[src/rtl/flash_read_arbiter_if.sv]
// Signal bundle between flash_read_arbiter, its two burst requesters and the flash byte reader.
// master = the arbiter; slave = everything around it (requesters and reader).
interface flash_read_arbiter_if #(
  parameter int ADDR_W = 24,
  parameter int LEN_W  = 8
);
  logic              req0, req1;
  logic [ADDR_W-1:0] addr0, addr1;
  logic [LEN_W-1:0]  len0, len1;
  logic              gnt0, gnt1;
  logic [7:0]        rdata;
  logic              rvalid0, rvalid1;
  logic              rready0, rready1;
  logic              done0, done1;
  logic              err;
  logic              rd_read;
  logic [ADDR_W-1:0] rd_addr;
  logic              rd_ready;
  logic [7:0]        rd_data;

  modport master (
    input  req0, req1, addr0, addr1, len0, len1, rready0, rready1, rd_ready, rd_data,
    output gnt0, gnt1, rdata, rvalid0, rvalid1, done0, done1, err, rd_read, rd_addr
  );

  modport slave (
    output req0, req1, addr0, addr1, len0, len1, rready0, rready1, rd_ready, rd_data,
    input  gnt0, gnt1, rdata, rvalid0, rvalid1, done0, done1, err, rd_read, rd_addr
  );
endinterface

[src/rtl/flash_read_arbiter.sv]
// Two-port burst-read arbiter/sequencer: one single-byte reader transaction per byte, valid/ready return.
// Build option FLASH_ARB_FIXED_PRIO_EN: req0 always wins a tie (no round-robin pointer).
module flash_read_arbiter #(
  parameter int ADDR_W  = 24,
  parameter int LEN_W   = 8,
  parameter int TIMEOUT = 64
) (
  input logic                  clk,
  input logic                  rst,
  flash_read_arbiter_if.master bus
);
  localparam int CNT_W = (TIMEOUT > 1) ? $clog2(TIMEOUT) : 1;
  localparam logic [CNT_W-1:0] CNT_MAX = CNT_W'(TIMEOUT - 1);
  localparam logic [LEN_W:0]   REM_ONE = (LEN_W + 1)'(1);

  typedef enum logic [2:0] {S_IDLE, S_ISSUE, S_WAIT, S_HOLD, S_DONE} state_t;

  state_t            state_q, state_d;
  logic              g_q, g_d;
  logic              gnt_q, gnt_d;
  logic [ADDR_W-1:0] cur_addr_q, cur_addr_d;
  logic [LEN_W:0]    remain_q, remain_d;
  logic [CNT_W-1:0]  cnt_q, cnt_d;
  logic [7:0]        rdata_q, rdata_d;
  logic              err_q, err_d;

  logic              any_req;
  logic              pick;
  logic              rready_g;
  logic [LEN_W-1:0]  len_pick;

  assign any_req  = bus.req0 | bus.req1;
  assign rready_g = g_q ? bus.rready1 : bus.rready0;
  assign len_pick = pick ? bus.len1 : bus.len0;

`ifdef FLASH_ARB_FIXED_PRIO_EN
  assign pick = ~bus.req0;
`else
  logic last_q, last_d;

  // On a tie the requester that was not granted last wins.
  assign pick = (bus.req0 & bus.req1) ? ~last_q : bus.req1;

  always_comb begin
    last_d = last_q;
    if (state_q == S_IDLE && any_req) begin
      last_d = pick;
    end
  end

  always_ff @(posedge clk or posedge rst) begin
    if (rst) begin
      last_q <= 1'b1;
    end else begin
      last_q <= last_d;
    end
  end
`endif

  always_ff @(posedge clk or posedge rst) begin
    if (rst) begin
      state_q <= S_IDLE;
    end else begin
      state_q <= state_d;
    end
  end

  always_comb begin
    state_d = state_q;
    case (state_q)
      S_IDLE:  if (any_req) state_d = S_ISSUE;
      S_ISSUE: state_d = S_WAIT;
      S_WAIT: begin
        if (bus.rd_ready) begin
          state_d = S_HOLD;
        end else if (cnt_q == CNT_MAX) begin
          state_d = S_DONE;
        end
      end
      S_HOLD:  if (rready_g) state_d = (remain_q == REM_ONE) ? S_DONE : S_ISSUE;
      S_DONE:  state_d = S_IDLE;
      default: state_d = S_IDLE;
    endcase
  end

  // Burst datapath: latched at grant, stepped once per accepted byte.
  always_comb begin
    g_d        = g_q;
    gnt_d      = 1'b0;
    cur_addr_d = cur_addr_q;
    remain_d   = remain_q;
    cnt_d      = cnt_q;
    rdata_d    = rdata_q;
    err_d      = err_q;
    case (state_q)
      S_IDLE: begin
        if (any_req) begin
          g_d        = pick;
          gnt_d      = 1'b1;
          cur_addr_d = pick ? bus.addr1 : bus.addr0;
          remain_d   = (len_pick == '0) ? {1'b1, {LEN_W{1'b0}}} : {1'b0, len_pick};
        end
      end
      S_ISSUE: cnt_d = '0;
      S_WAIT: begin
        if (bus.rd_ready) begin
          rdata_d = bus.rd_data;
        end else if (cnt_q == CNT_MAX) begin
          err_d = 1'b1;
        end else begin
          cnt_d = cnt_q + 1'b1;
        end
      end
      S_HOLD: begin
        if (rready_g && remain_q != REM_ONE) begin
          cur_addr_d = cur_addr_q + 1'b1;
          remain_d   = remain_q - 1'b1;
        end
      end
      S_DONE:  err_d = 1'b0;
      default: ;
    endcase
  end

  always_ff @(posedge clk or posedge rst) begin
    if (rst) begin
      g_q        <= 1'b0;
      gnt_q      <= 1'b0;
      cur_addr_q <= '0;
      remain_q   <= '0;
      cnt_q      <= '0;
      rdata_q    <= '0;
      err_q      <= 1'b0;
    end else begin
      g_q        <= g_d;
      gnt_q      <= gnt_d;
      cur_addr_q <= cur_addr_d;
      remain_q   <= remain_d;
      cnt_q      <= cnt_d;
      rdata_q    <= rdata_d;
      err_q      <= err_d;
    end
  end

  always_comb begin
    bus.gnt0    = gnt_q & ~g_q;
    bus.gnt1    = gnt_q & g_q;
    bus.rd_read = (state_q == S_ISSUE);
    bus.rd_addr = cur_addr_q;
    bus.rvalid0 = (state_q == S_HOLD) & ~g_q;
    bus.rvalid1 = (state_q == S_HOLD) & g_q;
    bus.done0   = (state_q == S_DONE) & ~g_q;
    bus.done1   = (state_q == S_DONE) & g_q;
    bus.rdata   = rdata_q;
    bus.err     = err_q;
  end
endmodule

[src/flat_wrapper.sv]
// flat-port wrapper written by rule: the top's interface ports become plain ports
module flash_read_arbiter_flat 
#(
  parameter int ADDR_W  = 24,
  parameter int LEN_W   = 8,
  parameter int TIMEOUT = 64
)
  (clk, rst, bus_req0, bus_req1, bus_addr0, bus_addr1, bus_len0, bus_len1, bus_rready0, bus_rready1, bus_rd_ready, bus_rd_data, bus_gnt0, bus_gnt1, bus_rdata, bus_rvalid0, bus_rvalid1, bus_done0, bus_done1, bus_err, bus_rd_read, bus_rd_addr);
  flash_read_arbiter_if #(.ADDR_W(ADDR_W), .LEN_W(LEN_W)) bus_i ();
  input logic clk;
  input logic rst;
  input wire logic [$bits(bus_i.req0)-1:0] bus_req0;
  input wire logic [$bits(bus_i.req1)-1:0] bus_req1;
  input wire logic [$bits(bus_i.addr0)-1:0] bus_addr0;
  input wire logic [$bits(bus_i.addr1)-1:0] bus_addr1;
  input wire logic [$bits(bus_i.len0)-1:0] bus_len0;
  input wire logic [$bits(bus_i.len1)-1:0] bus_len1;
  input wire logic [$bits(bus_i.rready0)-1:0] bus_rready0;
  input wire logic [$bits(bus_i.rready1)-1:0] bus_rready1;
  input wire logic [$bits(bus_i.rd_ready)-1:0] bus_rd_ready;
  input wire logic [$bits(bus_i.rd_data)-1:0] bus_rd_data;
  output wire logic [$bits(bus_i.gnt0)-1:0] bus_gnt0;
  output wire logic [$bits(bus_i.gnt1)-1:0] bus_gnt1;
  output wire logic [$bits(bus_i.rdata)-1:0] bus_rdata;
  output wire logic [$bits(bus_i.rvalid0)-1:0] bus_rvalid0;
  output wire logic [$bits(bus_i.rvalid1)-1:0] bus_rvalid1;
  output wire logic [$bits(bus_i.done0)-1:0] bus_done0;
  output wire logic [$bits(bus_i.done1)-1:0] bus_done1;
  output wire logic [$bits(bus_i.err)-1:0] bus_err;
  output wire logic [$bits(bus_i.rd_read)-1:0] bus_rd_read;
  output wire logic [$bits(bus_i.rd_addr)-1:0] bus_rd_addr;
  assign bus_i.req0 = bus_req0;
  assign bus_i.req1 = bus_req1;
  assign bus_i.addr0 = bus_addr0;
  assign bus_i.addr1 = bus_addr1;
  assign bus_i.len0 = bus_len0;
  assign bus_i.len1 = bus_len1;
  assign bus_i.rready0 = bus_rready0;
  assign bus_i.rready1 = bus_rready1;
  assign bus_i.rd_ready = bus_rd_ready;
  assign bus_i.rd_data = bus_rd_data;
  assign bus_gnt0 = bus_i.gnt0;
  assign bus_gnt1 = bus_i.gnt1;
  assign bus_rdata = bus_i.rdata;
  assign bus_rvalid0 = bus_i.rvalid0;
  assign bus_rvalid1 = bus_i.rvalid1;
  assign bus_done0 = bus_i.done0;
  assign bus_done1 = bus_i.done1;
  assign bus_err = bus_i.err;
  assign bus_rd_read = bus_i.rd_read;
  assign bus_rd_addr = bus_i.rd_addr;
  flash_read_arbiter #(.ADDR_W(ADDR_W), .LEN_W(LEN_W), .TIMEOUT(TIMEOUT)) u_core (.clk(clk), .rst(rst), .bus(bus_i));
endmodule
[config.mk]
export PLATFORM = sky130hd
export DESIGN_NAME = flash_read_arbiter_flat
export DESIGN_NICKNAME = d
export VERILOG_FILES = /design/src/rtl/flash_read_arbiter_if.sv /design/src/rtl/flash_read_arbiter.sv /design/src/flat_wrapper.sv
export SDC_FILE = /design/constraint.sdc
export NUM_CORES = 1
export LEC_CHECK = 0
export ABC_AREA = 1
export BUFFER_PORTS_ARGS = -buffer_cell sky130_fd_sc_hd__buf_2
export CORE_UTILIZATION = 47
export DETAILED_ROUTE_END_ITERATION = 6
export PLACE_DENSITY = 0.77
export REMOVE_ABC_BUFFERS = 1
export SLEW_MARGIN = 20
export SYNTH_ARGS = -nofsm -noshare
export SYNTH_HDL_FRONTEND = slang
export SYNTH_SLANG_ARGS = --single-unit
export TNS_END_PERCENT = 50
[constraint.sdc]
create_clock -name clk -period 1.6 [get_ports clk]
set_clock_uncertainty 0.05 [all_clocks]
set_input_delay 0.32 -clock clk [delete_from_list [all_inputs] [get_ports clk]]
set_output_delay 0.32 -clock clk [all_outputs]
set_load 0.01 [all_outputs]
==> results_dict.tcl, run 1 <==
set metrics [dict create \
    status "finished with violations" \
    failed_checks "hold timing, setup timing" \
    drtAntennaViolNets 0 \
    setup_violations 31 \
    clockBufferDepth 2 \
    fin_nets 849 \
    p_comb_share_pct 67.1 \
    gp_congestion 0.843 \
    cts_hold_buf 0 \
    wl_met1_um 4960 \
    die_area_mm2 0.00861 \
    worstMarginPinSlew_ps 353 \
    switching_power_mw 5.24 \
    clock_latency_ps 320 \
    antenna_cells 0 \
    synth_top_area_share_pct 34.2 \
    path_class "reg -> reg" \
    fmaxAchievable_mhz 588 \
    p_per_area_mw_per_mm2 2000 \
    drive_gt1_share_pct 33.2 \
    final_cells 869 \
    required_ps 1800 \
    synth_area_mm2 0.00387 \
    cts_buffers 5 \
    drtIter0Drc 394 \
    period_minus_slack_ps 1700 \
    crit_path_max_fanout 16 \
    grt_start_max_net_pins 55 \
    cts-root-buf "clkbuf_8" \
    synthCells 603 \
    grtUsageTotal_pct 27.0 \
    internal_power_mw 5.59 \
    die_y_um 92.8 \
    yosys-top-cells-area "dfrtp_1 34%, nand2_1 18%, nor2_1 8.9%" \
    grt_pass1_wl_um 18800 \
    yosysUniqueCellTypes 39 \
    layout_common_cells "181 x nand2_1, 116 x buf_2, 81 x nor2_1" \
    finalCritPeriodShare_pct 106 \
    setup_slack_ps -100 \
    layout.cells.most_common "nand2_1" \
    ys_seq_elements 54 \
    final-hold-violation-count 13 \
    antenna_found_initial 0 \
    drc 0 \
    placed_cell_area_mm2 0.00476 \
    fin_util_pct 69.0 \
    slew_violations 0 \
    area_growth_pct 39.8 \
    clkSinkCount 54 \
    synth_seq_area_share_pct 34.9 \
    top_layer_used "met4" \
    dp_hpwl_um 8040 \
    postSynthAreaPerCell_um2 6.42 \
    grt_overflow 0 \
    wire_per_inst_um 14.2 \
    yosysTopAreaCell "dfrtp_1" \
    portBuffers 118 \
    drtPass1Iterations 5 \
    first_global_vias 4273 \
    leakagePower_nw 2.84 \
    ys_warn_count 0 \
    grt_setup_unrepaired "true" \
    htreeDepth 2 \
    finalInstanceArea_mm2 0.00542 \
    core_area_mm2 0.00785 \
    clkPwrFrac_pct 7.5 \
    seqPwrFrac_pct 25.4 \
    final.setup.tns_ps -1390 \
    ir_worst_vdd_uv 910 \
    vias_per_cell 5.34 \
    p_sw_share_pct 48.4 \
    maxCapViolCount 0 \
    start_kind "flip-flop" \
    hold_class "in -> async" \
    endpoint_kind "flip-flop" \
    slew-limit-headroom_pct 76.5 \
    wl_met2_um 6030 \
    num_vias 4644 \
    place_ws_ps -80.9 \
    cts_tree "built" \
    p_total_mw 10.8 \
    dp.cells 834 \
    rows 32 \
    arrival_ps 1900 \
    die_x_um 92.8 \
    start_util_pct 49.4 \
    pin_count 119 \
    clk_pin_slew_ps 110 \
    wl_um 12400 \
    hold_slack_ps -9.73 \
    wl_met3_um 1040 \
]
-- synthesized netlist by cell type, drive strengths merged --
library cell / n
o21a: 2
nand2: 190
inv: 74
o211ai: 1
a31oi: 1
xnor2: 2
nand4: 7
clkbuf: 3
nand3b: 1
dfstp: 1
dfrtp: 53
a21boi: 3
ha: 4
clkinv: 1
buf: 18
nor3: 5
o21ai: 71
o21bai: 1
a21oi: 22
a211oi: 1
nand3: 34
nor2: 100
xor2: 3
o22ai: 5
-- flip-flops by register name, indices dropped and copies added, names as in the netlist --
| signal | cells |
|---|---|
| u_core.bus.rd_addr | 24 |
| u_core.g_q | 1 |
| u_core.cnt_q | 6 |
| u_core.last_q | 1 |
| u_core.bus.err | 1 |
| u_core.state_q | 3 |
| u_core.bus.rdata | 8 |
| u_core.gnt_q | 1 |
| u_core.remain_q | 9 |
-- critical path, cell delays in order, from the launching register on --
cell     delay, ps
dfrtp_1        400
buf_4          140
nor2_2         110
nand2_2        120
nand2_2        100
nand3_4         90
buf_12         160
buf_12         130
inv_8          100
nand2_1         90
a21oi_2        130
-- power by group through the flow --
stage / registers (mW) / clock network, mW / logic (mW)
finish: 2.75 / 0.810 / 7.27
global route: 2.82 / 0.855 / 7.98
CTS: 2.70 / 0.796 / 5.73
detailed placement: 2.67 / 0 / 5.52
global placement: 2.64 / 0 / 5.32
floorplan: 2.76 / 0 / 3.22
-- routing by layer --
layer	vias up	GRT usage, %
met3	41	3.94
met1	2131	35.5
met4	0	6.54
li1	2235	-
met2	237	46.4
met5	-	0
-- path summary, 6_finish.rpt --
kind	from	endpoint	slack (ps)	cells past startpoint
min in group clk	bus_rd_data[4]	u_core.bus.rdata[4]$_DFFE_PP0P_	150	3
worst min register to register	u_core.bus.rdata[1]$_DFFE_PP0P_	u_core.bus.rdata[1]$_DFFE_PP0P_	450	2
worst max-delay path	u_core.state_q[2]$_DFFE_PP0P_	u_core.bus.rd_addr[10]$_DFFE_PP0P_	-100	10
max in group asynchronous	rst	u_core.last_q$_DFFE_PP1P_	1200	3
worst max register to register	u_core.state_q[2]$_DFFE_PP0P_	u_core.bus.rd_addr[10]$_DFFE_PP0P_	-100	10
worst min-delay path	rst	u_core.bus.rdata[4]$_DFFE_PP0P_	-10	3
-- cells by family after synthesis --
family	after synthesis	synth area share, %
and+or+nand+nor	337	36.3
AOI/OAI and AO/OA	107	15.2
buffers and inverters	96	11.2
xor gates and xnor gates	5	1.13
DFF	54	34.9
adders and majority gates	4	1.29
-- timing repair --
action | CTS | global route
pin swaps | 6 | 12
resized for setup | 26 | 56
buffers inserted | 3 | 17
setup endpoints to repair | 35 | 43
cloned | 1 | 6
-- cell type report --
class	instances	area, µm²
clock buffers	6	72.6
clock inverters	2	16.3
well taps	102	128
fillers	665	2430
inverters	75	295
repair buffers	175	1240
multi-input cells	453	2280
repair inverters	2	22.5
flip-flops and latches	54	1360
(Power assumes the default switching activity.)
==> inputs of run 2 (changes only) <==
ABC_CLOCK_PERIOD_IN_PS = 1600   (was unset)
CORE_ASPECT_RATIO = 2   (was unset)
==> run 2 against run 1 <==
Compared with the run above: the run ends with setup timing left; core utilization is 1.3 points lower; power is 3.0% lower; non-clock buffer count is 6 lower; first-iteration DRC count is 47% lower; cell area is 0.62% lower; worst setup slack better by 52 ps; largest cell class unchanged.
==> results_dict.tcl, run 2 (synthesis results as in run 1) <==
set metrics [dict create \
    max_stage_delay_ps 420 \
    dp.cells 833 \
    fmaxAchievable_mhz 607 \
    portBuffers 118 \
    cts_buffers 5 \
    period_minus_slack_ps 1650 \
    required_ps 1780 \
    cts_hold_buf 0 \
    path_cells "inv_2 > nand3_4 > nand2_1 > nand3_4 > buf_4 > inv_6 > o21ai_2 > a21oi_2" \
    cp_slowest_cell "dfrtp_1" \
    grt_setup_unrepaired "true" \
    rows 46 \
    leakagePower_nw 2.85 \
    gr-usage-met1_pct 28.0 \
    setup_slack_ps -48.4 \
    layout.cells.most_common "nand2_1" \
    cts_tree "built" \
    clk_pin_slew_ps 80 \
    drtAntennaViolNets 0 \
    die_x_um 66.2 \
    final_cells 857 \
    endpoint_kind "flip-flop" \
    p_total_mw 10.5 \
    drtIter0Drc 209 \
    p_comb_share_pct 63.2 \
    fin_nets 843 \
    drive_gt1_share_pct 33.4 \
    worstMarginPinSlew_ps 339 \
    wire_per_inst_um 14.0 \
    final-hold-violation-count 0 \
    clock_latency_ps 300 \
    maxCapViolCount 0 \
    htreeDepth 2 \
    r2r_cells 8 \
    grt_util_met3_pct 3.30 \
    finalCritPeriodShare_pct 103 \
    path_class "reg -> reg" \
    gp_congestion 0.867 \
    hold_slack_ps 14.8 \
    clkSinkCount 54 \
    die_y_um 130 \
    ir_worst_vdd_uv 1180 \
    r2r_start "u_core.state_q[2]$_DFFE_PP0P_" \
    grtUsageTotal_pct 27.2 \
    status "finished with violations" \
    place_ws_ps -102 \
    grt_pass1_wl_um 18000 \
    drtPass1Iterations 5 \
    antenna_cells 0 \
    start_util_pct 48.8 \
    clockBufferDepth 2 \
    p_per_area_mw_per_mm2 1950 \
    arrival_ps 1830 \
    switching_power_mw 5.08 \
    p_sw_share_pct 48.3 \
    slew_violations 0 \
    grt_start_max_net_pins 55 \
    area_growth_pct 38.9 \
    clkPwrFrac_pct 10.8 \
    hold_class "in -> async" \
    largest_reg_flops 24 \
    grt_overflow 0 \
    setup_violations 11 \
    die_area_mm2 0.00863 \
    r2r_setup_slack_ps -50 \
    slew-limit-headroom_pct 77.3 \
    dp_hpwl_um 8280 \
    antenna_found_initial 0 \
    start_kind "flip-flop" \
    vias_per_cell 5.27 \
    drc 0 \
    num_vias 4517 \
    wl_um 12000 \
    use_met2_pct 52.0 \
    failed_checks "setup timing" \
    crit_path_frequent_cell "nand3_4" \
    layout_common_cells "177 x nand2_1, 117 x buf_2, 84 x nor2_1" \
    internal_power_mw 5.43 \
    first_global_vias 4177 \
    crit_path_max_fanout 15 \
    cts-root-buf "clkbuf_16" \
    core_area_mm2 0.00794 \
    r2r-end "u_core.remain_q[4]$_DFFE_PP0P_" \
    grt-busiest-layer "met2" \
    pin_count 119 \
    seqPwrFrac_pct 26.0 \
]
-- run 2: cell count changes in the layout (fill, tap and decap cells not counted), sizes merged --
| cell | before | now |
|---|---|---|
| buf | 171 | 167 |
| clkbuf | 9 | 5 |
| inv | 76 | 77 |
| bufbuf | 1 | 2 |
-- run 2: metrics by stage --
| stage | area (µm²) | setup TNS [ps] | utilization, % |
|---|---|---|---|
| after floorplan | 3720 | -35350 | - |
| final | 5380 | -260 | 67.8 |
| after global routing | 5380 | -2140 | 67.8 |
| after global placement | 4760 | -41.3 | 60.0 |
| after detailed placement | 4760 | -851 | 60.0 |
| after CTS | 5030 | -27.7 | 63.4 |
-- run 2: layout make-up --
type                       count  area [µm²]
fill                         705        2560
multi-input combinational    453        2300
sequential                    54        1360
timing repair buffer         169        1140
inverter                      75         297
clock buffer                   5         125
tap                           96         120
clock inverter                 3        25.0
timing repair inverter         2        17.5
-- run 2: worst max-delay path, delay by kind of cell (launching register included) --
| kind | cells | cell delay (ps) |
|---|---|---|
| flops | 1 | 420 |
| compound gates | 2 | 200 |
| buf+inv | 3 | 470 |
| simple gates | 3 | 430 |
-- run 2: what timing repair did --
item	CTS	global route
cloned	2	2
endpoints found under the setup margin	34	46
pin swaps	2	22
resized for setup	21	71
buffers inserted	1	11
-- run 2: worst max-delay path by stage --
stage,from,endpoint,slack (ps),cells after the start
6_report,u_core.state_q[2]$_DFFE_PP0P_,u_core.remain_q[4]$_DFFE_PP0P_,-50,8
5_1_grt,u_core.last_q$_DFFE_PP1P_,u_core.remain_q[8]$_DFFE_PP0P_,-150,9
4_1_cts,u_core.state_q[1]$_DFFE_PP0P_,bus_rd_read,-10,4
3_5_place_dp,u_core.state_q[2]$_DFFE_PP0P_,u_core.bus.rd_addr[6]$_DFFE_PP0P_,-100,8
3_3_place_gp,u_core.last_q$_DFFE_PP1P_,u_core.remain_q[8]$_DFFE_PP0P_,-40,9
2_1_floorplan,u_core.state_q[2]$_DFFE_PP0P_,u_core.remain_q[7]$_DFFE_PP0P_,-960,8
-- run 2: metal layers --
metal	vias to the layer above	routed length (µm)
li1	2227	-
met1	2100	4330
met2	163	6650
met3	27	599
met4	0	447
met5	-	0
-- run 2: power by group through the flow --
stage	Combinational [mW]	Clock [mW]	Sequential, mW
finish	6.64	1.14	2.73
global route	7.34	1.22	2.82
CTS	5.77	1.17	2.64
detailed placement	5.51	0	2.66
global placement	5.34	0	2.64
floorplan	3.22	0	2.76
==> inputs of run 3 (changes only) <==
ABC_CLOCK_PERIOD_IN_PS = 2100   (was 1600)
CORE_UTILIZATION = 50   (was 47)
PLACE_DENSITY = 0.78   (was 0.77)
REMOVE_ABC_BUFFERS = unset   (was 1)
clock period = 2.1 ns   (was 1.6 ns; I/O delays follow)
==> run 3 against run 2 <==
Compared with the run above: the run now ends clean; core utilization shrank 5.7 points; critical path depth shrank 4; via count shrank 5.7%; final cell count shrank 5.4%; global-route usage grew 0.44 points; worst hold slack gained 83 ps; critical endpoint is now bus_done0; highest routed layer unchanged.
==> results_dict.tcl, run 3 (synthesis results as in run 1) <==
set metrics [dict create \
    die_area_mm2 0.00813 \
    cts-root-buf "clkbuf_16" \
    drtPass1Iterations 5 \
    die_x_um 64.2 \
    clock_latency_ps 300 \
    hold_slack_ps 97.5 \
    slew_violations 0 \
    cts_tree "built" \
    p_sw_share_pct 49.6 \
    grt_overflow 0 \
    dp_hpwl_um 8080 \
    internal_power_mw 3.40 \
    layout.cells.most_common "nand2_1" \
    layout_common_cells "189 x nand2_1, 118 x buf_2, 92 x nor2_1" \
    fmaxAchievable_mhz 537 \
    path_cells "nor3_1 > inv_1 > nor2_1 > buf_2" \
    p_comb_share_pct 56.8 \
    arrival_ps 1390 \
    final-hold-violation-count 0 \
    r2r_cells 9 \
    setup_slack_ps 239 \
    wire_per_inst_um 13.0 \
    p_per_area_mw_per_mm2 1440 \
    r2r_start "u_core.last_q$_DFFE_PP1P_" \
    final.setup.tns_ps 0 \
    place_ws_ps 321 \
    cts_hold_buf 0 \
    drive_gt1_share_pct 22.7 \
    maxCapViolCount 0 \
    largest_reg_flops 24 \
    cts_buffers 5 \
    gp_congestion 0.883 \
    postCtsSetupRepairBufs 0 \
    num_vias 4259 \
    regArea_mm2 0.00135 \
    drc 0 \
    max_stage_delay_ps 440 \
    setup_violations 0 \
    area_growth_pct 20.9 \
    start_util_pct 51.3 \
    critPathCapture "bus_done0" \
    crit_family "flip-flops" \
    grt_setup_unrepaired "false" \
    fin_nets 799 \
    start_kind "flip-flop" \
    antenna_cells 0 \
    core_area_mm2 0.00754 \
    period_minus_slack_ps 1860 \
    pin_count 119 \
    die_y_um 126 \
    vias_per_cell 5.25 \
    grtUsageTotal_pct 27.7 \
    crit_path_max_fanout 4 \
    hold_class "in -> async" \
    wl_um 10600 \
    portBuffers 118 \
    drtAntennaViolNets 0 \
    r2r_setup_slack_ps 350 \
    critical_path_buf_inv_count 2 \
    switching_power_mw 3.35 \
    antenna_found_initial 0 \
    crit_start "u_core.state_q[0]$_DFFE_PP0P_" \
    clkSinkCount 54 \
    clockBufferDepth 2 \
    multi_input_area_mm2 0.00209 \
    htreeDepth 2 \
    ir_worst_vdd_uv 1000 \
    drtIter0Drc 278 \
    clk_pin_slew_ps 70 \
    first_global_vias 4109 \
    r2r-end "u_core.remain_q[8]$_DFFE_PP0P_" \
    slew-limit-headroom_pct 65.4 \
    leakagePower_nw 2.52 \
    ctsResizeCount 0 \
    grt_pass1_wl_um 17800 \
    required_ps 1630 \
    rows 45 \
    finalCritPeriodShare_pct 88.6 \
    path_class "reg -> out" \
    nFillCells 724 \
    cp.depth 4 \
    status "finished clean" \
    grt_start_max_net_pins 38 \
    synth_fp_nets 686 \
    seqPwrFrac_pct 30.7 \
    cp_slowest_cell "dfrtp_1" \
    worstMarginPinSlew_ps 518 \
    endpoint_kind "output port" \
    clkPwrFrac_pct 12.5 \
]
run 3: cell count changes in the layout (fill, tap and decap cells not counted), moves of 6 or more:
cell     delta
buf_4      -32
nand2_1    +12
nand2_2     -7
nand3_1     +6
nor2_1      +8
o21ai_0    +12
o21ai_1     -6
o21ai_2     -6
run 3: worst min path at each step:
stage | from | to
floorplan | u_core.last_q$_DFFE_PP1P_ | u_core.last_q$_DFFE_PP1P_
global placement | u_core.bus.rdata[4]$_DFFE_PP0P_ | u_core.bus.rdata[4]$_DFFE_PP0P_
detailed placement | u_core.bus.rdata[5]$_DFFE_PP0P_ | u_core.bus.rdata[5]$_DFFE_PP0P_
CTS | rst | u_core.cnt_q[2]$_DFFE_PP0P_
global route | rst | u_core.remain_q[2]$_DFFE_PP0P_
finish | rst | u_core.cnt_q[2]$_DFFE_PP0P_
run 3: cell type report:
type / count / share of cell area [%]
clock buffer: 5 / 2.67
sequential: 54 / 28.9
multi-input combinational: 453 / 44.6
timing repair buffer: 127 / 14.9
inverter: 75 / 6.06
tap: 94 / 2.51
clock inverter: 3 / 0.454
run 3: routing by layer:
layer  vias to the layer above  wire length, µm  global-route usage, %
li1                       2125                -                      -
met5                         -                0                      0
met2                       154             5730                   52.2
met3                        26              575                   4.59
met1                      1954             3950                   28.8
met4                         0              308                   12.4
run 3: power groups by stage:
stage                     sequential, mW  clock [mW]  combinational (mW)
after global routing                2.15       0.892                4.37
after detailed placement            2.08           0                3.84
final                               2.07       0.844                3.83
after global placement              2.04           0                3.73
after CTS                           2.06       0.863                3.86
after floorplan                     2.11           0                2.77
run 3: through the flow:
| stage | util (%) | cells | power (mW) | area (µm²) |
|---|---|---|---|---|
| after floorplan | - | 603 | 4.87 | 3870 |
| after global placement | 60.1 | 803 | 5.76 | 4540 |
| after detailed placement | 60.1 | 803 | 5.92 | 4540 |
| after CTS | 62.1 | 811 | 6.78 | 4680 |
| after global routing | 62.1 | 811 | 7.41 | 4680 |
| final | 62.1 | 811 | 6.75 | 4680 |
run 3: worst register-to-register path: stages, from the launching register on:
cell and delay (ps):
dfstp_2 530, nand2_1 50, nand2_1 100, buf_4 260
nand2_1 80, o21ai_0 170, nand2_1 90, nor2_1 120
nand3_1 70, a21boi_0 150
